[src/rtl/uimm_exec_pipe.sv]
// uimm_exec_pipe: elastic DEPTH-stage execute pipe for the U-type
// instructions LUI and AUIPC. It sits between issue and GPR writeback.
// The result is formed at stage-0 entry. Later stages only carry
// {data, rd, tag, vld} toward the writeback handshake.
// Optional build macro UIMM_EXEC_PIPE_PERF_CNT_EN adds saturating,
// read-only performance counters.
module uimm_exec_pipe #(
  parameter int unsigned XLEN  = 32,
  parameter int unsigned DEPTH = 2,
  parameter int unsigned TAG_W = 4
) (
  input  logic             clk,
  input  logic             rst,
  input  logic             req_vld,
  output logic             req_rdy,
  input  logic             req_is_auipc,
  input  logic [XLEN-1:0]  req_pc,
  input  logic [19:0]      req_imm20,
  input  logic [4:0]       req_rd,
  input  logic [TAG_W-1:0] req_tag,
  input  logic             flush,
  output logic             wb_vld,
  input  logic             wb_rdy,
  output logic             wb_wen,
  output logic [4:0]       wb_waddr,
  output logic [XLEN-1:0]  wb_wdata,
  output logic [TAG_W-1:0] wb_tag
`ifdef UIMM_EXEC_PIPE_PERF_CNT_EN
  ,
  output logic [63:0]      perf_retired,
  output logic [31:0]      perf_stall,
  output logic [31:0]      perf_flushed
`endif
);

  localparam int unsigned LAST = DEPTH - 1;

  logic [DEPTH-1:0] vld_q;
  logic [DEPTH-1:0] space;
  logic [XLEN-1:0]  data_q [DEPTH];
  logic [4:0]       rd_q   [DEPTH];
  logic [TAG_W-1:0] tag_q  [DEPTH];

  logic [31:0]      imm32;
  logic [XLEN-1:0]  imm;
  logic [XLEN-1:0]  result;
  logic             accept;

  // A stage can take new contents when it is empty or is handing off this cycle.
  // "valid && next-can-take" is folded into "!valid || next-can-take", which
  // gives a simple ripple from the writeback end.
  always_comb begin
    space       = '0;
    space[LAST] = !vld_q[LAST] || wb_rdy;
    for (int unsigned k = 1; k < DEPTH; k++) begin
      space[LAST-k] = !vld_q[LAST-k] || space[LAST-k+1];
    end
  end

  assign req_rdy = !flush && space[0];
  assign accept  = req_vld && req_rdy;

  // The U-type immediate is sign-extended from bit 31. AUIPC wraps silently.
  always_comb begin
    imm32  = {req_imm20, 12'h000};
    imm    = XLEN'($signed(imm32));
    result = req_is_auipc ? (req_pc + imm) : imm;
  end

  // Pipeline registers: stage 0 captures the request, and later stages shift forward.
  always_ff @(posedge clk or posedge rst) begin
    if (rst) begin
      vld_q <= '0;
      for (int unsigned i = 0; i < DEPTH; i++) begin
        data_q[i] <= '0;
        rd_q[i]   <= '0;
        tag_q[i]  <= '0;
      end
    end else if (flush) begin
      vld_q <= '0;
    end else begin
      if (space[0]) begin
        vld_q[0] <= accept;
        if (accept) begin
          data_q[0] <= result;
          rd_q[0]   <= req_rd;
          tag_q[0]  <= req_tag;
        end
      end
      for (int unsigned i = 1; i < DEPTH; i++) begin
        if (space[i]) begin
          vld_q[i] <= vld_q[i-1];
          if (vld_q[i-1]) begin
            data_q[i] <= data_q[i-1];
            rd_q[i]   <= rd_q[i-1];
            tag_q[i]  <= tag_q[i-1];
          end
        end
      end
    end
  end

  assign wb_vld   = vld_q[LAST];
  assign wb_waddr = rd_q[LAST];
  assign wb_wdata = data_q[LAST];
  assign wb_tag   = tag_q[LAST];
  assign wb_wen   = vld_q[LAST] && (rd_q[LAST] != '0);

`ifdef UIMM_EXEC_PIPE_PERF_CNT_EN
  logic        retire;
  logic [2:0]  live;
  logic [2:0]  dropped;
  logic [32:0] flushed_sum;

  assign retire = vld_q[LAST] && wb_rdy;

  // An entry that retires in the flush cycle is not counted as dropped.
  always_comb begin
    live = '0;
    for (int unsigned i = 0; i < DEPTH; i++) begin
      live = live + {2'b00, vld_q[i]};
    end
    dropped     = live - {2'b00, retire};
    flushed_sum = {1'b0, perf_flushed} + {30'd0, dropped};
  end

  // Saturating performance counters.
  always_ff @(posedge clk or posedge rst) begin
    if (rst) begin
      perf_retired <= '0;
      perf_stall   <= '0;
      perf_flushed <= '0;
    end else begin
      if (retire && (perf_retired != '1)) perf_retired <= perf_retired + 64'd1;
      if (vld_q[LAST] && !wb_rdy && (perf_stall != '1)) perf_stall <= perf_stall + 32'd1;
      if (flush) perf_flushed <= flushed_sum[32] ? '1 : flushed_sum[31:0];
    end
  end
`endif

endmodule
[config.mk]
export PLATFORM = sky130hd
export DESIGN_NAME = uimm_exec_pipe
export DESIGN_NICKNAME = d
export VERILOG_FILES = /design/src/rtl/uimm_exec_pipe.sv
export SDC_FILE = /design/constraint.sdc
export NUM_CORES = 1
export LEC_CHECK = 0
export ABC_AREA = 1
export CORE_MARGIN = 3
export CORE_UTILIZATION = 45
export DETAILED_ROUTE_END_ITERATION = 7
export PLACE_DENSITY = 0.8
export SYNTH_ARGS = -nofsm -noshare
export SYNTH_HDL_FRONTEND = slang
export SYNTH_SLANG_ARGS = --single-unit
[constraint.sdc]
create_clock -name clk -period 8.3 [get_ports clk]
set_clock_uncertainty 0.15 [all_clocks]
set_input_delay 1.66 -clock clk [delete_from_list [all_inputs] [get_ports clk]]
set_output_delay 1.66 -clock clk [all_outputs]
set_load 0.05 [all_outputs]
==> results of run 1 <==
[power by group]
group	internal, W	leakage [nW]	switching (W)	total [W]
Clock	0.000196	0.124	0.000144	0.000340
Sequential	0.000484	1.04	0.0000366	0.000521
Combinational	0.000179	1.81	0.000320	0.000499
[layout make-up]
type	count	area, um2
fill	968	4470
sequential	84	2100
multi-input combinational	400	2060
timing repair buffer	114	1130
inverter	86	327
tap	136	170
clock buffer	12	165
clock inverter	4	77.6
[worst max-delay path, cell delays in order]
cell             delay, ns
clkdlybuf4s50_1       0.45
nor2_1                0.05
nand2_1               0.09
nand2_2               0.08
inv_1                 0.06
clkdlybuf4s50_1       0.79
[registers in the layout (all words and copies together), names as in the netlist]
register  count
tag_q         4
wb_waddr      5
vld_q         2
data_q       32
wb_tag        4
wb_wdata     32
rd_q          5
[layout by cell type (no fill, tap or decap), drive strengths merged]
master,count
a21boi,4
a21oi,30
a22oi,3
and2,1
buf,4
bufinv,2
clkbuf,12
clkdlybuf4s50,110
clkinv,1
dfrtp,84
fa,1
ha,19
inv,87
mux2,8
nand2,168
nand3,43
nand3b,1
nand4,1
nor2,44
nor3,2
o211ai,2
o21ai,61
o21bai,1
o22ai,2
o31ai,1
o41ai,1
or2,2
xnor2,2
xor2,3
[stage by stage]
| stage | total power, W | setup slack (ns) | hold WS [ns] | instances |
|---|---|---|---|---|
| 2_1_floorplan | 0.000921 | 4.32 | 0.293 | 632 |
| 3_3_place_gp | 0.00102 | 3.33 | 0.304 | 820 |
| 3_5_place_dp | 0.00103 | 3.31 | 0.310 | 820 |
| 4_1_cts | 0.00137 | 3.30 | 0.337 | 836 |
| 5_1_grt | 0.00144 | 3.22 | 0.362 | 836 |
| 6_report | 0.00136 | 3.31 | 0.333 | 836 |
[worst max path at each step]
stage,end,slack [ns],cells past startpoint
after floorplan,data_q[32]$_DFFE_PP0P_,4.32,1
after global placement,req_rdy,3.33,6
after detailed placement,req_rdy,3.31,6
after CTS,req_rdy,3.30,6
after global routing,req_rdy,3.22,6
final,req_rdy,3.31,6
[cells by family after synthesis]
logic type | Yosys count | synth area share [%]
flip-flops | 84 | 42.7
adder cells (fa/ha/maj) | 20 | 5.23
AO/OA/AOI/OAI | 105 | 11.5
multiplexers | 8 | 1.83
AND/OR/NAND/NOR | 262 | 22.3
XOR/XNOR | 5 | 0.889
buffers and inverters | 148 | 15.6
[layer usage]
layer	up-vias	global-route usage (%)	part of all wire, %
li1	2090	-	-
met1	1932	25.9	46
met2	147	30.9	46
met3	8	3.44	6.4
met4	0	5.83	0.91
met5	-	0	0
==> flow_metrics.py, run 1 <==
metrics = {
    "status": {
        "status": "finished, final reports clean",
    },
    "die": {
        "start_util_pct": 46.9,
        "coreArea_um2": 10500,
        "dieArea_um2": 12200,
        "io_pins": 111,
        "rows": 37,
        "die_y_um": 111,
        "dieWidth_um": 111,
    },
    "clock_network": {
        "clk_pin_slew_worst_paths_ns": 0.07,
        "cts_resized": 0,
        "cts_max_level": 3,
        "tritoncts": "done",
        "clock_latency_ns": 0.35,
        "cts_root_buffer": "clkbuf_8",
        "clockBufferDepth": 2,
        "post_cts_buffers": 0,
        "cts_num_sinks": 84,
        "cts_buffers": 9,
        "cts_hold_buf": 0,
    },
    "sta": {
        "setup_tns_ns": 0,
        "final-setup-viol-count": 0,
        "finalHoldViolations": 0,
        "tightest_slew_ns": 1.02,
        "drv_slew": 0,
        "min_period_ns": 4.99,
        "grt_setup_unrepaired": "no",
        "max_freq_mhz": 200,
        "finalCritPeriodShare_pct": 60.2,
        "slew_headroom_pct": 32.3,
    },
    "global_routing": {
        "antenna_found_initial": 0,
        "overflow": 0,
        "grt_max_degree": 85,
        "grt_pass1_wl_um": 19200,
        "grt_pass1_vias": 4105,
        "grt_usage_pct": 19.0,
    },
    "routing": {
        "wl_um": 11200,
        "firstDrtPassIters": 5,
        "viasPerCell": 5.00,
        "num_vias": 4177,
        "wire_per_inst_um": 13.4,
        "antenna_left": 0,
        "dr.first_iter.drc_count": 298,
        "drc": 0,
    },
    "critical_path": {
        "arrival_ns": 3.18,
        "critPathLaunch": "wb_rdy",
        "path_class": "in2out",
        "start_kind": "primary input",
        "required_ns": 6.49,
        "r2r_start": "vld_q[1]$_DFFE_PP0P_",
        "reg2reg_depth": 10,
        "crit_path_max_fanout": 2,
        "cp-end-kind": "output pin",
        "r2r_slack_ns": 6.32,
        "r2r_end": "data_q[63]$_DFFE_PP0P_",
    },
    "yosys": {
        "yosys.area.top_type": "dfrtp_1",
        "syn_area_per_cell_um2": 7.80,
        "yosys_warnings": 0,
        "yosys_register_bits": 84,
        "synth_nets": 719,
        "synth-edff-count": 0,
        "post-synth-top-count-cell": "nand2_1",
        "synth_area_um2": 4930,
        "synthTopCellsByCount": "nand2_1 (163), dfrtp_1 (84), inv_1 (84)",
        "ys_seq_area_share_pct": 42.7,
        "yosysUniqueCellTypes": 36,
        "synthTopCellsByArea": "dfrtp_1 (43%), nand2_1 (12%), buf_4 (6.9%)",
        "syn_inst": 632,
        "synth_top_area_share_pct": 42.7,
        "synth-async-reset-ratio_pct": 100,
        "synth_ff_type": "dfrtp_1",
    },
    "worst_hold_path": {
        "hold_end": "rd_q[8]$_DFFE_PP0P_",
        "hp-start": "rd_q[8]$_DFFE_PP0P_",
        "hold_path_depth": 2,
        "hold_path.class": "reg2reg",
    },
    "power": {
        "p_leak_nw": 2.98,
        "peakVddDrop_v": 0.000127,
        "p_per_area_nw_per_um2": 225,
    },
    "finish": {
        "insertedDiodeCount": 0,
        "syn2layout_area_growth_pct": 22.5,
        "drive_above_1_share_pct": 6.71,
        "final_net_count": 782,
        "final_util_pct": 57.4,
        "design_area_um2": 6040,
    },
    "placement": {
        "place_area_um2": 5790,
        "dpl.hpwl_um": 8410,
        "io_buffers": 110,
        "place_congestion": 0.869,
    },
    "run": {
        "cap_viol_max_count": 0,
    },
}
No activity file was read; power rests on OpenSTA's default activity.
==> inputs of run 2 (changes only) <==
--- a/config.mk
+++ b/config.mk
@@ -9,7 +9,7 @@
 export CORE_MARGIN = 3
 export CORE_UTILIZATION = 45
 export DETAILED_ROUTE_END_ITERATION = 7
-export PLACE_DENSITY = 0.8
+export PLACE_DENSITY = 0.83
 export SYNTH_ARGS = -nofsm -noshare
 export SYNTH_HDL_FRONTEND = slang
 export SYNTH_SLANG_ARGS = --single-unit
==> constraint.sdc (replaced) <==
create_clock -name clk -period 4.1 [get_ports clk]
set_clock_uncertainty 0.15 [all_clocks]
set_input_delay 0.82 -clock clk [delete_from_list [all_inputs] [get_ports clk]]
set_output_delay 0.82 -clock clk [all_outputs]
set_load 0.05 [all_outputs]
==> run 2 against run 1 <==
Compared with the run above: sequential share of layout area is 0.26 points higher; power is 94% higher; flip-flop and latch count stayed put; design area is 0.75% lower; utilization is 0.43 points lower; combinational power is 100% higher; cell count stayed put; critical endpoint unchanged; largest power group unchanged.
==> flow_metrics.py, run 2 (same netlist as run 1, synthesis figures left out) <==
metrics = {
    "critical_path": {
        "arrival_ns": 2.36,
        "reg2reg_depth": 8,
        "critical_path.max_stage_delay_ns": 0.79,
        "cp-endpoint": "req_rdy",
        "r2r_slack_ns": 2.18,
        "worst-path-stages": 6,
        "required_ns": 3.13,
        "critical_path_buf_inv_count": 3,
        "critPathLaunch": "wb_rdy",
        "crit_path_max_fanout": 2,
        "critPathTopFamily": "buffers and inverters",
        "critPathMostFrequentCell": "clkdlybuf4s50_1",
        "cp-end-kind": "output pin",
        "path_class": "in2out",
        "r2r_start": "vld_q[1]$_DFFE_PP0P_",
        "r2r_end": "data_q[48]$_DFFE_PP0P_",
        "crit_chain": "clkdlybuf4s50_1 -> nor2_1 -> nand2_1 -> nand2_2 -> inv_1 -> clkdlybuf4s50_1",
        "start_kind": "primary input",
        "slowest_stage": "clkdlybuf4s50_1",
    },
    "global_routing": {
        "grt_pass1_wl_um": 19500,
        "grt_util_met3_pct": 3.33,
        "grt_pass1_vias": 4122,
        "grt_usage_pct": 19.2,
        "use_met1_pct": 25.5,
        "antenna_found_initial": 0,
        "grt_max_degree": 65,
        "busiest_layer": "met2",
        "overflow": 0,
        "use_met2_pct": 32.3,
    },
    "power": {
        "peakVddDrop_v": 0.000238,
        "power_switching_share_pct": 38.1,
        "clkPwrFrac_pct": 21.5,
        "p_per_area_nw_per_um2": 440,
        "p_leak_nw": 2.96,
        "combPwrFrac_pct": 38.4,
        "switching_power_w": 0.00100,
        "internal_power_w": 0.00163,
        "pwr-share-seq_pct": 40.1,
    },
    "worst_hold_path": {
        "hold_path.class": "reg2reg",
    },
    "routing": {
        "antenna_left": 0,
        "wl_um": 11500,
        "wire_per_inst_um": 13.7,
        "num_vias": 4151,
        "viasPerCell": 4.97,
        "dr.first_iter.drc_count": 261,
        "firstDrtPassIters": 5,
        "drc": 0,
    },
    "clock_network": {
        "cts_hold_buf": 0,
        "cts_num_sinks": 84,
        "clk_pin_slew_worst_paths_ns": 0.08,
        "post_cts_buffers": 0,
        "clock_latency_ns": 0.34,
        "cts_max_level": 3,
        "cts_root_buffer": "clkbuf_8",
        "clockBufferDepth": 2,
        "cts_resized": 0,
        "tritoncts": "done",
        "cts_buffers": 9,
    },
    "die": {
        "rows": 37,
        "start_util_pct": 46.9,
        "dieArea_um2": 12200,
        "die_y_um": 111,
        "coreArea_um2": 10500,
        "io_pins": 111,
        "dieWidth_um": 111,
    },
    "sta": {
        "final-setup-viol-count": 0,
        "setup_tns_ns": 0,
        "finalHoldViolations": 0,
        "drv_slew": 0,
        "holdWs_ns": 0.330,
        "slew_headroom_pct": 30.4,
        "min_period_ns": 3.33,
        "tightest_slew_ns": 1.04,
        "finalCritPeriodShare_pct": 81.3,
        "max_freq_mhz": 300,
        "grt_setup_unrepaired": "no",
        "setup_slack_ns": 0.768,
    },
    "finish": {
        "final_net_count": 783,
        "final_util_pct": 57.0,
        "layoutNonFillerInstCount": 836,
        "syn2layout_area_growth_pct": 21.6,
        "final_common_cell": "nand2_1",
        "final_cell_mix": "nand2_1 (163), clkdlybuf4s50_1 (110), dfrtp_1 (84), inv_1 (83), o21ai_0 (48)",
        "insertedDiodeCount": 0,
        "drive_above_1_share_pct": 6.71,
    },
    "placement": {
        "place_congestion": 0.858,
        "placed_cells": 821,
        "post-place-ws_ns": 0.765,
        "dpl.hpwl_um": 8870,
        "io_buffers": 110,
    },
    "run": {
        "cap_viol_max_count": 0,
    },
    "status": {
        "status": "finished, final reports clean",
    },
}
==> run 2: tightest hold or removal path, delay by kind of cell, from the launching register on <==
kind / cells / cell delay [ns]
flops: 1 / 0.35
simple gates: 2 / 0.10
==> run 2: routing by layer <==
metal  vias to the layer above  routed length (um)
li1                       2086                   -
met3                         6                 646
met2                       123                5600
met4                         0                 106
met1                      1936                5120
met5                         -                   0
==> run 2: how the worst min path moves through the flow <==
stage / slack, ns / depth (start not counted) / end / from
CTS: 0.33 / 2 / rd_q[8]$_DFFE_PP0P_ / rd_q[8]$_DFFE_PP0P_
global placement: 0.30 / 2 / rd_q[7]$_DFFE_PP0P_ / rd_q[7]$_DFFE_PP0P_
detailed placement: 0.31 / 2 / rd_q[8]$_DFFE_PP0P_ / rd_q[8]$_DFFE_PP0P_
global route: 0.36 / 2 / wb_tag[0]$_DFFE_PP0P_ / wb_tag[0]$_DFFE_PP0P_
floorplan: 0.29 / 2 / rd_q[7]$_DFFE_PP0P_ / rd_q[7]$_DFFE_PP0P_
finish: 0.33 / 2 / rd_q[8]$_DFFE_PP0P_ / rd_q[8]$_DFFE_PP0P_
==> run 2: layout make-up <==
class / count / area [um2]
Clock inverter: 5 / 52.6
Timing Repair Buffer: 115 / 1140
Clock buffer: 10 / 138
Fill cell: 972 / 4520
Tap cell: 136 / 170
Inverter: 86 / 327
Multi-Input combinational cell: 400 / 2060
Sequential cell: 84 / 2100
==> run 2: power by group through the flow <==
stage	Combinational (W)	Clock [W]	Sequential [W]
global route	0.00109	0.000625	0.00108
detailed placement	0.00102	0	0.00107
CTS	0.00102	0.000582	0.00106
global placement	0.000995	0	0.00106
floorplan	0.000816	0	0.00105
finish	0.00101	0.000568	0.00106
==> run 2: metrics by stage <==
stage | power [W] | area, um2
finish | 0.00264 | 5990
global route | 0.00279 | 5990
CTS | 0.00266 | 5990
detailed placement | 0.00209 | 5800
global placement | 0.00206 | 5800
floorplan | 0.00187 | 4930
==> inputs of run 3 (changes only) <==
==> constraint.sdc (replaced) <==
create_clock -name clk -period 3 [get_ports clk]
set_clock_uncertainty 0.15 [all_clocks]
set_input_delay 0.6 -clock clk [delete_from_list [all_inputs] [get_ports clk]]
set_output_delay 0.6 -clock clk [all_outputs]
set_load 0.05 [all_outputs]
==> run 3 against run 2 <==
Compared with the run above: power rose by 42%; clock power increased by 59%; die area stayed put; count of clock-buffer cells in the layout up 1; highest routed layer unchanged.
==> flow_metrics.py, run 3 (same netlist as run 1, synthesis figures left out) <==
metrics = {
    "status": {
        "status": "finished, final reports clean",
    },
    "sta": {
        "max_freq_mhz": 381,
        "drv_slew": 0,
        "min_period_ns": 2.63,
        "finalCritPeriodShare_pct": 87.5,
        "grt_setup_unrepaired": "no",
        "final-setup-viol-count": 0,
        "setup_tns_ns": 0,
        "tightest_slew_ns": 0.546,
        "slew_headroom_pct": 63.5,
        "finalHoldViolations": 0,
    },
    "worst_hold_path": {
        "hold_path_depth": 2,
        "hp-start": "data_q[61]$_DFFE_PP0P_",
        "hold_path.class": "reg2reg",
        "hold_end": "data_q[61]$_DFFE_PP0P_",
    },
    "critical_path": {
        "r2r_start": "vld_q[1]$_DFFE_PP0P_",
        "critical_path_buf_inv_count": 3,
        "reg2reg_depth": 8,
        "crit_path_max_fanout": 2,
        "crit_chain": "inv_1 -> nand2_1 -> o41ai_1 -> inv_1 -> clkdlybuf4s50_1",
        "critPathMostFrequentCell": "inv_1",
        "r2r_slack_ns": 1.19,
        "start_kind": "flop",
        "r2r_end": "data_q[48]$_DFFE_PP0P_",
        "required_ns": 2.25,
        "path_class": "reg2out",
        "slowest_stage": "clkdlybuf4s50_1",
        "arrival_ns": 1.88,
        "critPathTopFamily": "buffers and inverters",
        "critical_path.max_stage_delay_ns": 0.70,
        "cp-end-kind": "output pin",
    },
    "finish": {
        "drive_above_1_share_pct": 7.39,
        "final_net_count": 786,
        "syn2layout_area_growth_pct": 23.4,
        "final_common_cell": "nand2_1",
        "final_cell_mix": "nand2_1 (163), clkdlybuf4s50_1 (109), dfrtp_1 (84), inv_1 (83), o21ai_0 (48)",
        "insertedDiodeCount": 0,
        "final_util_pct": 57.9,
    },
    "die": {
        "rows": 37,
        "dieArea_um2": 12200,
        "die_y_um": 111,
        "dieWidth_um": 111,
        "coreArea_um2": 10500,
        "start_util_pct": 46.9,
        "io_pins": 111,
    },
    "placement": {
        "dpl.hpwl_um": 8900,
        "io_buffers": 110,
        "place_congestion": 0.845,
    },
    "clock_network": {
        "cts_num_sinks": 84,
        "clk_pin_slew_worst_paths_ns": 0.07,
        "cts_buffers": 9,
        "cts_hold_buf": 0,
        "clock_latency_ns": 0.34,
        "post_cts_buffers": 0,
        "clockBufferDepth": 2,
        "tritoncts": "done",
        "cts_resized": 0,
        "cts_max_level": 3,
        "cts_root_buffer": "clkbuf_8",
    },
    "run": {
        "cap_viol_max_count": 0,
    },
    "power": {
        "peakVddDrop_v": 0.000378,
        "power_w": 0.00374,
        "p_leak_nw": 3.00,
        "p_per_area_nw_per_um2": 614,
    },
    "global_routing": {
        "grt_usage_pct": 19.3,
        "antenna_found_initial": 0,
        "overflow": 0,
        "grt_pass1_vias": 4160,
        "grt_max_degree": 56,
        "grt_pass1_wl_um": 19600,
    },
    "routing": {
        "num_vias": 4188,
        "antenna_left": 0,
        "dr.first_iter.drc_count": 283,
        "drc": 0,
        "firstDrtPassIters": 5,
        "viasPerCell": 4.99,
        "wire_per_inst_um": 13.7,
        "wl_um": 11500,
    },
}
run 3: cell types whose count changed in the layout (fill, tap and decap cells not counted):
cell and change:
clkinv_2 -3, buf_12 +2, buf_4 +2, bufinv_16 +1
clkbuf_8 +1, clkdlybuf4s50_1 -1, clkinv_4 +1, clkinvlp_4 +1
run 3: power breakdown:
group | switching, W | internal [W] | total [W] | leakage (nW)
clock | 0.000387 | 0.000516 | 0.000903 | 0.112
combinational | 0.000893 | 0.000501 | 0.00139 | 1.84
sequential | 0.000100 | 0.00134 | 0.00144 | 1.04
total | 0.00138 | 0.00236 | 0.00374 | 3.00
run 3: worst max-delay path by stage:
| stage | endpoint | from | cells after the start |
|---|---|---|---|
| 6_report | wb_wen | wb_waddr[2]$_DFFE_PP0P_ | 5 |
| 2_1_floorplan | data_q[32]$_DFFE_PP0P_ | rst | 1 |
| 5_1_grt | data_q[60]$_DFFE_PP0P_ | req_imm20[0] | 14 |
| 4_1_cts | wb_wen | wb_waddr[2]$_DFFE_PP0P_ | 5 |
| 3_3_place_gp | data_q[60]$_DFFE_PP0P_ | req_imm20[0] | 14 |
| 3_5_place_dp | data_q[60]$_DFFE_PP0P_ | req_imm20[0] | 14 |
run 3: cell type report:
class | instances | area (um2)
Fill cell | 970 | 4430
Sequential cell | 84 | 2100
Multi-Input combinational cell | 400 | 2060
Timing Repair Buffer | 118 | 1180
Inverter | 86 | 327
Tap cell | 136 | 170
Clock buffer | 11 | 151
Clock inverter | 5 | 83.8
run 3: per-stage QoR:
step | hold WS [ns] | instance area (um2) | setup WS [ns] | instances
detailed placement | 0.313 | 5850 | 0.0832 | 824
CTS | 0.333 | 6080 | 0.320 | 840
floorplan | 0.293 | 4930 | 0.0849 | 632
global route | 0.354 | 6080 | 0.244 | 840
finish | 0.329 | 6080 | 0.375 | 840
global placement | 0.304 | 5850 | 0.148 | 824
run 3: metal layers:
layer | wire length, um | track usage (%)
met5 | 0 | 0
met4 | 128 | 5.17
met3 | 537 | 3.77
met2 | 5620 | 33.0
met1 | 5190 | 25.0
run 3: worst reg2reg max path, delay by kind of cell (launching register included):
kind	cells	cell delay, ns
flops	1	0.40
compound gates	2	0.38
buf+inv	2	0.47
simple gates	4	0.34
